### src/rtl/instr_dispatch_fsm_pkg.sv
// Shared definitions for the instruction dispatch controller: opcode map,
// error codes and the dispatch state encoding.
package instr_dispatch_fsm_pkg;

  localparam logic [3:0] OP_ALU_MAX = 4'd7;
  localparam logic [3:0] OP_MOVI    = 4'd9;
  localparam logic [3:0] OP_MOV     = 4'd10;
  localparam logic [3:0] OP_HALT    = 4'd15;

  localparam logic [1:0] ERR_NONE    = 2'd0;
  localparam logic [1:0] ERR_ILLEGAL = 2'd1;
  localparam logic [1:0] ERR_TIMEOUT = 2'd2;

  typedef enum logic [3:0] {
    StIdle,
    StFetch,
    StLoad,
    StDecode,
    StStart,
    StWaitDone,
    StAdvance,
    StHalted,
    StError
  } dispatch_state_e;

  typedef enum logic [1:0] {
    ClsAlu,
    ClsMov,
    ClsHalt,
    ClsIllegal
  } op_class_e;

  function automatic op_class_e decode_op(input logic [3:0] op);
    op_class_e cls;
    if (op <= OP_ALU_MAX) begin
      cls = ClsAlu;
    end else if (op == OP_MOVI || op == OP_MOV) begin
      cls = ClsMov;
    end else if (op == OP_HALT) begin
      cls = ClsHalt;
    end else begin
      cls = ClsIllegal;
    end
    return cls;
  endfunction

endpackage

### src/rtl/instr_dispatch_fsm_if.sv
// Bus between the dispatch controller, program memory and execution units.
// master = dispatch controller, slave = surrounding core / memory / units.
interface instr_dispatch_fsm_if #(
  parameter int unsigned PC_W    = 8,
  parameter int unsigned INSTR_W = 16
);
  logic               run;
  logic [PC_W-1:0]    pmem_addr;
  logic               pmem_rd_en;
  logic [INSTR_W-1:0] pmem_data;
  logic [INSTR_W-1:0] ir;
  logic [3:0]         opcode;
  logic               mov_str;
  logic               alu_str;
  logic               ex_done;
  logic [PC_W-1:0]    pc;
  logic               busy;
  logic               halted;
  logic               err;
  logic [1:0]         err_code;
  logic [15:0]        instr_count;

  modport master (
    input  run, pmem_data, ex_done,
    output pmem_addr, pmem_rd_en, ir, opcode, mov_str, alu_str, pc, busy, halted, err,
           err_code, instr_count
  );

  modport slave (
    output run, pmem_data, ex_done,
    input  pmem_addr, pmem_rd_en, ir, opcode, mov_str, alu_str, pc, busy, halted, err,
           err_code, instr_count
  );
endinterface

### src/rtl/instr_dispatch_fsm_timeout_ctr.sv
// Cycle counter for the WAIT_DONE state; saturates at TIMEOUT-1 and flags expiry.
module dispatch_timeout_ctr #(
  parameter int unsigned TIMEOUT = 64
) (
  input  logic clk,
  input  logic reset,
  input  logic i_clr,
  input  logic i_en,
  output logic o_expired
);
  localparam int unsigned CNT_W = $clog2(TIMEOUT) + 1;

  logic [CNT_W-1:0] r_cnt;

  assign o_expired = (r_cnt == CNT_W'(TIMEOUT - 1));

  always_ff @(posedge clk) begin
    if (reset || i_clr) begin
      r_cnt <= '0;
    end else if (i_en && !o_expired) begin
      r_cnt <= r_cnt + CNT_W'(1);
    end
  end
endmodule

### src/rtl/instr_dispatch_fsm.sv
// Fetch/decode/dispatch controller: fetches an instruction, strobes the matching
// execution unit and waits for its done flag before advancing the PC.
module instr_dispatch_fsm
  import instr_dispatch_fsm_pkg::*;
#(
  parameter int unsigned PC_W    = 8,
  parameter int unsigned INSTR_W = 16,
  parameter int unsigned TIMEOUT = 64
) (
  input  logic                 clk,
  input  logic                 reset,
  instr_dispatch_fsm_if.master bus
);
  dispatch_state_e    r_state;
  logic [PC_W-1:0]    r_pc;
  logic [INSTR_W-1:0] r_ir;
  logic               r_rd_en;
  logic               r_mov_str;
  logic               r_alu_str;
  logic               r_busy;
  logic               r_halted;
  logic               r_err;
  logic [1:0]         r_err_code;
  logic [15:0]        r_instr_count;

  logic       w_tmo_clr;
  logic       w_tmo_en;
  logic       w_tmo_expired;
  logic [3:0] w_opcode;

  assign w_opcode  = r_ir[INSTR_W-1 -: 4];
  assign w_tmo_clr = (r_state == StStart);
  assign w_tmo_en  = (r_state == StWaitDone);

  dispatch_timeout_ctr #(
    .TIMEOUT (TIMEOUT)
  ) u_timeout_ctr (
    .clk       (clk),
    .reset     (reset),
    .i_clr     (w_tmo_clr),
    .i_en      (w_tmo_en),
    .o_expired (w_tmo_expired)
  );

  always_ff @(posedge clk) begin
    if (reset) begin
      r_state       <= StIdle;
      r_pc          <= '0;
      r_ir          <= '0;
      r_rd_en       <= 1'b0;
      r_mov_str     <= 1'b0;
      r_alu_str     <= 1'b0;
      r_busy        <= 1'b0;
      r_halted      <= 1'b0;
      r_err         <= 1'b0;
      r_err_code    <= ERR_NONE;
      r_instr_count <= '0;
    end else begin
      // Strobes are single-cycle; only the entering transition raises them.
      r_rd_en   <= 1'b0;
      r_mov_str <= 1'b0;
      r_alu_str <= 1'b0;
      case (r_state)
        StIdle: begin
          if (bus.run) begin
            r_state <= StFetch;
            r_rd_en <= 1'b1;
            r_busy  <= 1'b1;
          end
        end
        StFetch: r_state <= StLoad;
        StLoad: begin
          r_ir    <= bus.pmem_data;
          r_state <= StDecode;
        end
        StDecode: begin
          unique case (decode_op(w_opcode))
            ClsMov: begin
              r_state   <= StStart;
              r_mov_str <= 1'b1;
            end
            ClsAlu: begin
              r_state   <= StStart;
              r_alu_str <= 1'b1;
            end
            ClsHalt: begin
              r_state  <= StHalted;
              r_halted <= 1'b1;
              r_busy   <= 1'b0;
            end
            ClsIllegal: begin
              r_state    <= StError;
              r_err      <= 1'b1;
              r_err_code <= ERR_ILLEGAL;
              r_busy     <= 1'b0;
            end
          endcase
        end
        StStart: r_state <= StWaitDone;
        StWaitDone: begin
          // A done arriving on the last allowed cycle still wins over the timeout.
          if (bus.ex_done) begin
            r_state <= StAdvance;
          end else if (w_tmo_expired) begin
            r_state    <= StError;
            r_err      <= 1'b1;
            r_err_code <= ERR_TIMEOUT;
            r_busy     <= 1'b0;
          end
        end
        StAdvance: begin
          r_pc          <= r_pc + PC_W'(1);
          r_instr_count <= r_instr_count + 16'd1;
          if (bus.run) begin
            r_state <= StFetch;
            r_rd_en <= 1'b1;
          end else begin
            r_state <= StIdle;
            r_busy  <= 1'b0;
          end
        end
        StHalted: r_state <= StHalted;
        StError:  r_state <= StError;
        default: begin
          r_state <= StError;
          r_err   <= 1'b1;
          r_busy  <= 1'b0;
        end
      endcase
    end
  end

  assign bus.pmem_addr   = r_pc;
  assign bus.pmem_rd_en  = r_rd_en;
  assign bus.ir          = r_ir;
  assign bus.opcode      = w_opcode;
  assign bus.mov_str     = r_mov_str;
  assign bus.alu_str     = r_alu_str;
  assign bus.pc          = r_pc;
  assign bus.busy        = r_busy;
  assign bus.halted      = r_halted;
  assign bus.err         = r_err;
  assign bus.err_code    = r_err_code;
  assign bus.instr_count = r_instr_count;
endmodule

### src/flat_wrapper.sv
// flat-port wrapper written by rule: the top's interface ports become plain ports
module instr_dispatch_fsm_flat import instr_dispatch_fsm_pkg::*;
#(
  parameter int unsigned PC_W    = 8,
  parameter int unsigned INSTR_W = 16,
  parameter int unsigned TIMEOUT = 64
)
  (clk, reset, bus_run, bus_pmem_data, bus_ex_done, bus_pmem_addr, bus_pmem_rd_en, bus_ir, bus_opcode, bus_mov_str, bus_alu_str, bus_pc, bus_busy, bus_halted, bus_err, bus_err_code, bus_instr_count);
  instr_dispatch_fsm_if #(.PC_W(PC_W), .INSTR_W(INSTR_W)) bus_i ();
  input  logic clk;
  input  logic reset;
  input wire logic [$bits(bus_i.run)-1:0] bus_run;
  input wire logic [$bits(bus_i.pmem_data)-1:0] bus_pmem_data;
  input wire logic [$bits(bus_i.ex_done)-1:0] bus_ex_done;
  output wire logic [$bits(bus_i.pmem_addr)-1:0] bus_pmem_addr;
  output wire logic [$bits(bus_i.pmem_rd_en)-1:0] bus_pmem_rd_en;
  output wire logic [$bits(bus_i.ir)-1:0] bus_ir;
  output wire logic [$bits(bus_i.opcode)-1:0] bus_opcode;
  output wire logic [$bits(bus_i.mov_str)-1:0] bus_mov_str;
  output wire logic [$bits(bus_i.alu_str)-1:0] bus_alu_str;
  output wire logic [$bits(bus_i.pc)-1:0] bus_pc;
  output wire logic [$bits(bus_i.busy)-1:0] bus_busy;
  output wire logic [$bits(bus_i.halted)-1:0] bus_halted;
  output wire logic [$bits(bus_i.err)-1:0] bus_err;
  output wire logic [$bits(bus_i.err_code)-1:0] bus_err_code;
  output wire logic [$bits(bus_i.instr_count)-1:0] bus_instr_count;
  assign bus_i.run = bus_run;
  assign bus_i.pmem_data = bus_pmem_data;
  assign bus_i.ex_done = bus_ex_done;
  assign bus_pmem_addr = bus_i.pmem_addr;
  assign bus_pmem_rd_en = bus_i.pmem_rd_en;
  assign bus_ir = bus_i.ir;
  assign bus_opcode = bus_i.opcode;
  assign bus_mov_str = bus_i.mov_str;
  assign bus_alu_str = bus_i.alu_str;
  assign bus_pc = bus_i.pc;
  assign bus_busy = bus_i.busy;
  assign bus_halted = bus_i.halted;
  assign bus_err = bus_i.err;
  assign bus_err_code = bus_i.err_code;
  assign bus_instr_count = bus_i.instr_count;
  instr_dispatch_fsm #(.PC_W(PC_W), .INSTR_W(INSTR_W), .TIMEOUT(TIMEOUT)) u_core (.clk(clk), .reset(reset), .bus(bus_i));
endmodule
### config.mk
export PLATFORM = sky130hd
export DESIGN_NAME = instr_dispatch_fsm_flat
export DESIGN_NICKNAME = d
export VERILOG_FILES = /design/src/rtl/instr_dispatch_fsm_pkg.sv /design/src/rtl/instr_dispatch_fsm_if.sv /design/src/rtl/instr_dispatch_fsm_timeout_ctr.sv /design/src/rtl/instr_dispatch_fsm.sv /design/src/flat_wrapper.sv
export SDC_FILE = /design/constraint.sdc
export NUM_CORES = 1
export LEC_CHECK = 0
export ABC_AREA = 1
export CELL_PAD_IN_SITES_DETAIL_PLACEMENT = 1
export CELL_PAD_IN_SITES_GLOBAL_PLACEMENT = 1
export CORE_MARGIN = 5
export CORE_UTILIZATION = 36
export DETAILED_ROUTE_END_ITERATION = 7
export PLACE_DENSITY_LB_ADDON = 0.1
export SLEW_MARGIN = 20
export SYNTH_ARGS = -nofsm -noshare
export SYNTH_HDL_FRONTEND = slang
export SYNTH_SLANG_ARGS = --single-unit
### constraint.sdc
create_clock -name clk -period 3.65 [get_ports clk]
set_input_delay 1.095 -clock clk [delete_from_list [all_inputs] [get_ports clk]]
set_output_delay 1.095 -clock clk [all_outputs]
set_load 0.05 [all_outputs]
* Word-level counts from Yosys, hierarchy flattened
Index checks and enable logic that the tools add are counted. W data, S select, Z words.
Word-level totals: flip-flop bits (word level) 59, input port bits 20, logic and storage cells 89, output and inout port bits 60
Cells by class: order comparisons 1, multiplexer cells 28, bitwise operators 4, equality and inequality tests 22, $add $sub $neg 3, reductions and logical operators 19
Operators by type and width (count):
- $pmux W4 S8 | 1
- $add A16 B1 Y16 const B | 1
- $eq A4 B3 Y1 const B | 4
- $eq A4 B4 Y1 const B | 4
- $mux W2 | 7
- $mux W1 | 13
- $mux W4 | 3
- $pmux W4 S3 | 1
- $reduce_or A2 Y1 | 5
- $add A8 B1 Y8 const B | 1
- $eq A4 B2 Y1 const B | 2
- $ne A2 B2 Y1 const B | 4
- $reduce_and A4 Y1 | 2
- $add A7 B1 Y7 const B | 1
- $eq A7 B6 Y1 const B | 1
- $reduce_or A7 Y1 | 1
- $reduce_and A6 Y1 | 1
- $pmux W1 S5 | 1
- $reduce_or A5 Y1 | 1
- $eq A2 B2 Y1 const B | 2
- $eq A4 B1 Y1 const B | 1
- $le A4 B3 Y1 const B | 1
- $logic_not A4 Y1 | 1
- $ne A2 B1 Y1 const B | 2
- 11 further kinds | 16

* Longest topological paths before layout
Gate-level depths: netlist of the first run.
word-level depth 10, mapped depth 11, mapped depth without buffers 10

* By module
Synthesis of the first run repeated with hierarchy kept, for this count alone.
Second synthesis, totals: cells, all modules 419, area, all modules 2881.5 sq um
Modules (own cells, without submodules):
- instr_dispatch_fsm | area an instance 2461.1 sq um, cells each 356, times used 1, sequential area each 1041.0 sq um
- dispatch_timeout_ctr | area an instance 420.4 sq um, cells each 63, times used 1, sequential area each 140.1 sq um

* Least setup slack after synthesis of the first run
No wires, ideal clock.
kind register -> output, from register u_core.r_pc[3] (netlist: u_core.bus.pc[3]), to output port bus_pmem_addr[3], path slack 1567 ps, stages on the path, launching flop included 2, required time 2555 ps, data arrival time 988 ps, cells stage by stage dfxtp_1 -> buf_4
RTL lines:
- start, declared | line instr_dispatch_fsm.sv:15 | logic [PC_W-1:0] r_pc;
- start signal, assigned | line instr_dispatch_fsm.sv:112 | r_pc <= r_pc + PC_W'(1);
- end, declared | line flat_wrapper.sv:15 | output wire logic [$bits(bus_i.pmem_addr)-1:0] bus_pmem_addr;
No word-level cell between the ends.

* Worst setup path in the final report of the first run
from register u_core.r_instr_count[2] (netlist: u_core.bus.instr_count[2]), to output port bus_instr_count[2]
RTL lines:
- start, declared | line instr_dispatch_fsm.sv:24 | logic [15:0] r_instr_count;
- start signal, assigned | line instr_dispatch_fsm.sv:113 | r_instr_count <= r_instr_count + 16'd1;
- end, declared | line flat_wrapper.sv:26 | output wire logic [$bits(bus_i.instr_count)-1:0] bus_instr_count;
No word-level cell between the ends.

==> impl_metrics.ini, run 1 <==
[sta]
tns_ns = 0
setup_viol = 0
tightest_slew_ns = 0.551
rsz0062_at_grt = no
setup_ws_ns = 0.931
slew_violations = 0
hold_violations = 0
relSlewSlack_pct = 63.3
fin_hold_ws_ns = 0.451
fmax_mhz = 368
fin_crit_sh_pct = 74.5
fin_skew_ns = 0.00839
period_minus_slack_ns = 2.72

[route]
routedWlPerCell_um = 13.7
drtPass1Iterations = 4
via_count = 2810
highest_layer = met4
drt-met1-wl_um = 3510
vias_per_cell = 4.89
dr_wl_met2_um = 3730
final_antenna_net_count = 0
drt-total-wl_um = 7860
drt_iter0_drc = 66
wl_met3_um = 545
drcViolationCount = 0

[power]
p_per_area_mw_per_mm2 = 643
ir_drop_v = 0.000390
power_leakage_nw = 1.46

[worst_setup_path]
crit_required_ns = 2.55
path_class = reg2out
path_delay_family = buffers and inverters
slowest_delay_ns = 0.85
crit_slowest_cell = clkdlybuf4s50_1
crit_fanout = 7
crit_buf_inv = 1
arrival_ns = 1.62
crit_chain = clkdlybuf4s50_1
startpoint_type = flop
endpoint_kind = primary output

[global_route]
grt_pass1_vias = 2810
grt_pass1_wl_um = 13000
antenna_found_initial = 0
grt_remaining_overflow = 0
grt_use_total_pct = 16.4
grt_start_max_net_pins = 22

[floorplan]
rows = 32
die_h_um = 98.2
core-area_mm2 = 0.00765
die-area_mm2 = 0.00965
io_pins = 80
fp.dieW_um = 98.2
initial_core_util_pct = 36.6

[clocking]
cts_tree = built
cts_root_buffer = clkbuf_8
cts.sinks = 59
clk_pin_slew_worst_paths_ns = 0.06
hold_buffers = 0
clock_latency_ns = 0.33
cts-buffers-inserted = 9
cts_resized = 0
ctsHtreeMaxLevel = 3
cts_setup_buffers = 0
cts_buffer_depth = 2

[synthesis]
syn_inst = 399
avgSynthCellArea_um2 = 7.02
netlist_area_mm2 = 0.00280
seq_area_frac_synth_pct = 42.2
ys_ff_latch = 59
ys_warn_count = 0
mappedNetlistNets = 422
synth_cell_types = 35

[flow_run]
maxCapViolations = 0

[layout]
fin_cells = 575
n_fill_cell = 945
drive_gt1_share_pct = 8.46
mostFrequentLayoutCells = clkdlybuf4s50_1, nor2_1, nand2_1
nNetsFinal = 491
mostFrequentLayoutCell = clkdlybuf4s50_1
syn_to_final_growth_pct = 37.6
diodes = 0

[min_path]
hp-class = reg2reg

[placed_design]
place.gp.congestion = 0.775
place_inst = 559
port_buffers = 79
dp_hpwl_um = 5760
dp_slack_ns = 0.858

[outcome]
status = complete, no violations
==> sequential cells by signal, summed over array words and instances, names as in the netlist, 2 cells and up <==
signal	cells
u_core.bus.err_code	2
u_core.bus.pc	8
u_core.bus.ir	16
u_core.r_state	4
u_core.u_timeout_ctr.r_cnt	7
u_core.bus.instr_count	16
==> final cells by class <==
cell class / count / area, um^2 / share of cell area, %
clock inverters: 4 / 95.1 / 2.47
well taps: 102 / 128 / 3.31
multi-input cells: 271 / 1310 / 33.9
inverters: 46 / 173 / 4.48
clock buffers: 12 / 165 / 4.29
flip-flops and latches: 59 / 1180 / 30.6
repair buffers: 81 / 806 / 20.9
==> cells by family (layout without fill, tap and decap cells) <==
group,after synthesis,after routing,synth area share (%)
simple gates,197,197,32.0
buf+inv,69,143,11.2
xor+xnor,1,1,0.313
fa+ha+maj,3,3,1.34
compound gates,70,70,13.0
flops,59,59,42.2
==> path summary, 6_finish.rpt <==
kind | start | to | slack [ns] | cells past startpoint
setup / recovery | u_core.bus.instr_count[2]$_SDFFE_PP0N_ | bus_instr_count[2] | 0.93 | 1
hold / removal | u_core.bus.err_code[1]$_SDFFE_PP0P_ | u_core.bus.err_code[1]$_SDFFE_PP0P_ | 0.45 | 2
hold reg to reg | u_core.bus.err_code[1]$_SDFFE_PP0P_ | u_core.bus.err_code[1]$_SDFFE_PP0P_ | 0.45 | 2
setup reg to reg | u_core.r_state[0]$_SDFFE_PP0P_ | u_core.r_state[0]$_SDFFE_PP0P_ | 1.88 | 7
==> metrics by stage <==
stage	cell area (um^2)	utilization, %	total power, mW
after CTS	3850	50.4	2.51
after detailed placement	3590	47.0	1.73
after global placement	3590	47.0	1.72
final	3850	50.4	2.48
after global routing	3850	50.4	2.62
after floorplan	2800	-	1.46
==> where the power goes <==
group	switching (mW)	internal (mW)
logic	0.622	0.280
registers	0.0736	0.739
clock network	0.255	0.509
==> synth_stat cells (all sizes together) <==
master / instances / share of area [%]
o21ai: 32 / 5.7
inv: 45 / 6.0
and2: 1 / 0.22
clkbuf: 8 / 1.1
nor2: 76 / 11
nor3b: 2 / 0.54
a41oi: 1 / 0.31
nand3: 29 / 5.7
a31oi: 1 / 0.22
nor4: 2 / 0.67
ha: 3 / 1.3
a211oi: 1 / 0.27
nor3: 10 / 2.0
nand2: 68 / 9.5
buf: 15 / 4.0
xnor2: 1 / 0.31
o21a: 1 / 0.27
dfxtp: 59 / 42
clkinv: 1 / 0.13
a21oi: 33 / 5.9
nand4: 7 / 1.6
or2: 2 / 0.45
o211ai: 1 / 0.27
==> layer usage <==
metal / global-route usage [%] / up-vias
met1: 19.7 / 1324
met2: 27.2 / 64
met4: 4.10 / 0
met5: 0 / -
met3: 6.86 / 7
li1: - / 1415
==> worst reg2reg max path: stages (launching register included) <==
cell and delay (ns):
dfxtp_1 0.40, inv_2 0.11, nand2_4 0.07, nor2_2 0.46, inv_2 0.30, nand3_1 0.17
o21ai_1 0.07, a21oi_1 0.12
No activity file was read; power rests on OpenSTA's default activity.
==> run 2, diff against run 1 <==
- CORE_UTILIZATION: 36 -> 30
- clock period: 3.65 -> 2.29 ns (I/O delays scaled with it)
==> impl_metrics.ini, run 2 (same netlist as run 1, synthesis figures left out) <==
[sta]
slew_violations = 0
fin_crit_sh_pct = 97.8
relSlewSlack_pct = 60.0
fmax_mhz = 446
rsz0062_at_grt = no
fin_skew_ns = 0.00934
hold_violations = 0
tns_ns = 0
tightest_slew_ns = 0.599
setup_viol = 0
period_minus_slack_ns = 2.24

[power]
ir_drop_v = 0.000512
p_per_area_mw_per_mm2 = 953
power_leakage_nw = 1.78

[worst_setup_path]
endpoint_kind = primary output
path_delay_family = buffers and inverters
crit_required_ns = 1.60
path_class = reg2out
crit_slowest_cell = clkdlybuf4s50_1
startpoint_type = flop
crit_chain = clkdlybuf4s50_1
crit_buf_inv = 1
arrival_ns = 1.55
crit_fanout = 4
slowest_delay_ns = 0.83

[route]
drcViolationCount = 0
drt_iter0_drc = 68
via_count = 2760
vias_per_cell = 4.72
drt-total-wl_um = 8120
routedWlPerCell_um = 13.9
drtPass1Iterations = 4
final_antenna_net_count = 0

[layout]
drive_gt1_share_pct = 9.70
mostFrequentLayoutCell = nor2_1
n_fill_cell = 1155
syn_to_final_growth_pct = 36.5
finish.utilization_pct = 41.8
nNetsFinal = 492
diodes = 0
fin_cells = 585
multiInputGateArea_mm2 = 0.00131
mostFrequentLayoutCells = nor2_1, nand2_1, dfxtp_1
register_area_mm2 = 0.00118

[clocking]
clock_latency_ns = 0.33
hold_buffers = 0
cts_buffer_depth = 2
cts_root_buffer = clkbuf_8
cts.sinks = 59
cts_tree = built
clk_pin_slew_worst_paths_ns = 0.07
cts-buffers-inserted = 9
cts_setup_buffers = 0
ctsHtreeMaxLevel = 3

[floorplan]
die-area_mm2 = 0.0114
die_h_um = 107
core-area_mm2 = 0.00915
initial_core_util_pct = 30.6
fp.dieW_um = 107
io_pins = 80
rows = 35

[global_route]
grt_use_total_pct = 15.0
grt_pass1_wl_um = 13700
grt_start_max_net_pins = 27
grt_remaining_overflow = 0
antenna_found_initial = 0
grt_pass1_vias = 2884

[outcome]
status = complete, no violations

[min_path]
hp-class = reg2reg

[placed_design]
place_inst = 569
place.gp.congestion = 0.758
port_buffers = 79
dp_hpwl_um = 6090

[flow_run]
maxCapViolations = 0
[run 2: layer usage]
metal	wire length (um)	share of wire [%]	vias to the layer above	track usage (%)
met1	3840	47	1269	18.1
met5	0	0	-	0
li1	-	-	1420	-
met3	523	6.4	10	5.12
met4	124	1.5	0	5.48
met2	3620	45	61	24.6
[run 2: final timing paths]
kind | from | endpoint | slack (ns) | cells after the start
min | u_core.u_timeout_ctr.r_cnt[6]$_SDFFE_PP0P_ | u_core.u_timeout_ctr.r_cnt[6]$_SDFFE_PP0P_ | 0.44 | 2
min reg2reg | u_core.u_timeout_ctr.r_cnt[6]$_SDFFE_PP0P_ | u_core.u_timeout_ctr.r_cnt[6]$_SDFFE_PP0P_ | 0.44 | 2
max reg2reg | u_core.r_state[0]$_SDFFE_PP0P_ | u_core.r_state[0]$_SDFFE_PP0P_ | 0.47 | 7
max | u_core.bus.instr_count[0]$_SDFFE_PP0N_ | bus_instr_count[0] | 0.05 | 1
[run 2: per-stage QoR]
step	hold slack, ns	power (mW)	area (um^2)	setup slack, ns
2_1_floorplan	0.423	2.33	2800	0.490
3_3_place_gp	0.440	2.75	3590	0.364
3_5_place_dp	0.443	2.77	3590	0.336
4_1_cts	0.452	3.71	3780	0.00505
5_1_grt	0.488	3.88	3820	0.00167
6_report	0.445	3.64	3820	0.0493
[run 2: what timing repair did]
item,CTS,global route
gates resized for setup,4,17
endpoints found under the setup margin,4,19
cloned,0,0
[run 2: report_power, final]
group          internal [mW]  switching (mW)  leakage [nW]
Clock                  0.511           0.404        0.0997
Sequential              1.18           0.119         0.478
Combinational          0.440           0.991          1.20
[run 2: layout make-up]
type	instances	share of cell area, %
Sequential cell	59	30.9
Clock inverter	1	0.131
Clock buffer	15	4.88
Inverter	46	4.52
Tap cell	111	3.63
Timing Repair Buffer	82	21.8
Multi-Input combinational cell	271	34.2
==> run 3, diff against run 2 <==
- HOLD_SLACK_MARGIN: default -> 0.12
==> results of run 3 <==
No change in the layout: final DEF, timing and power equal those of run 2.
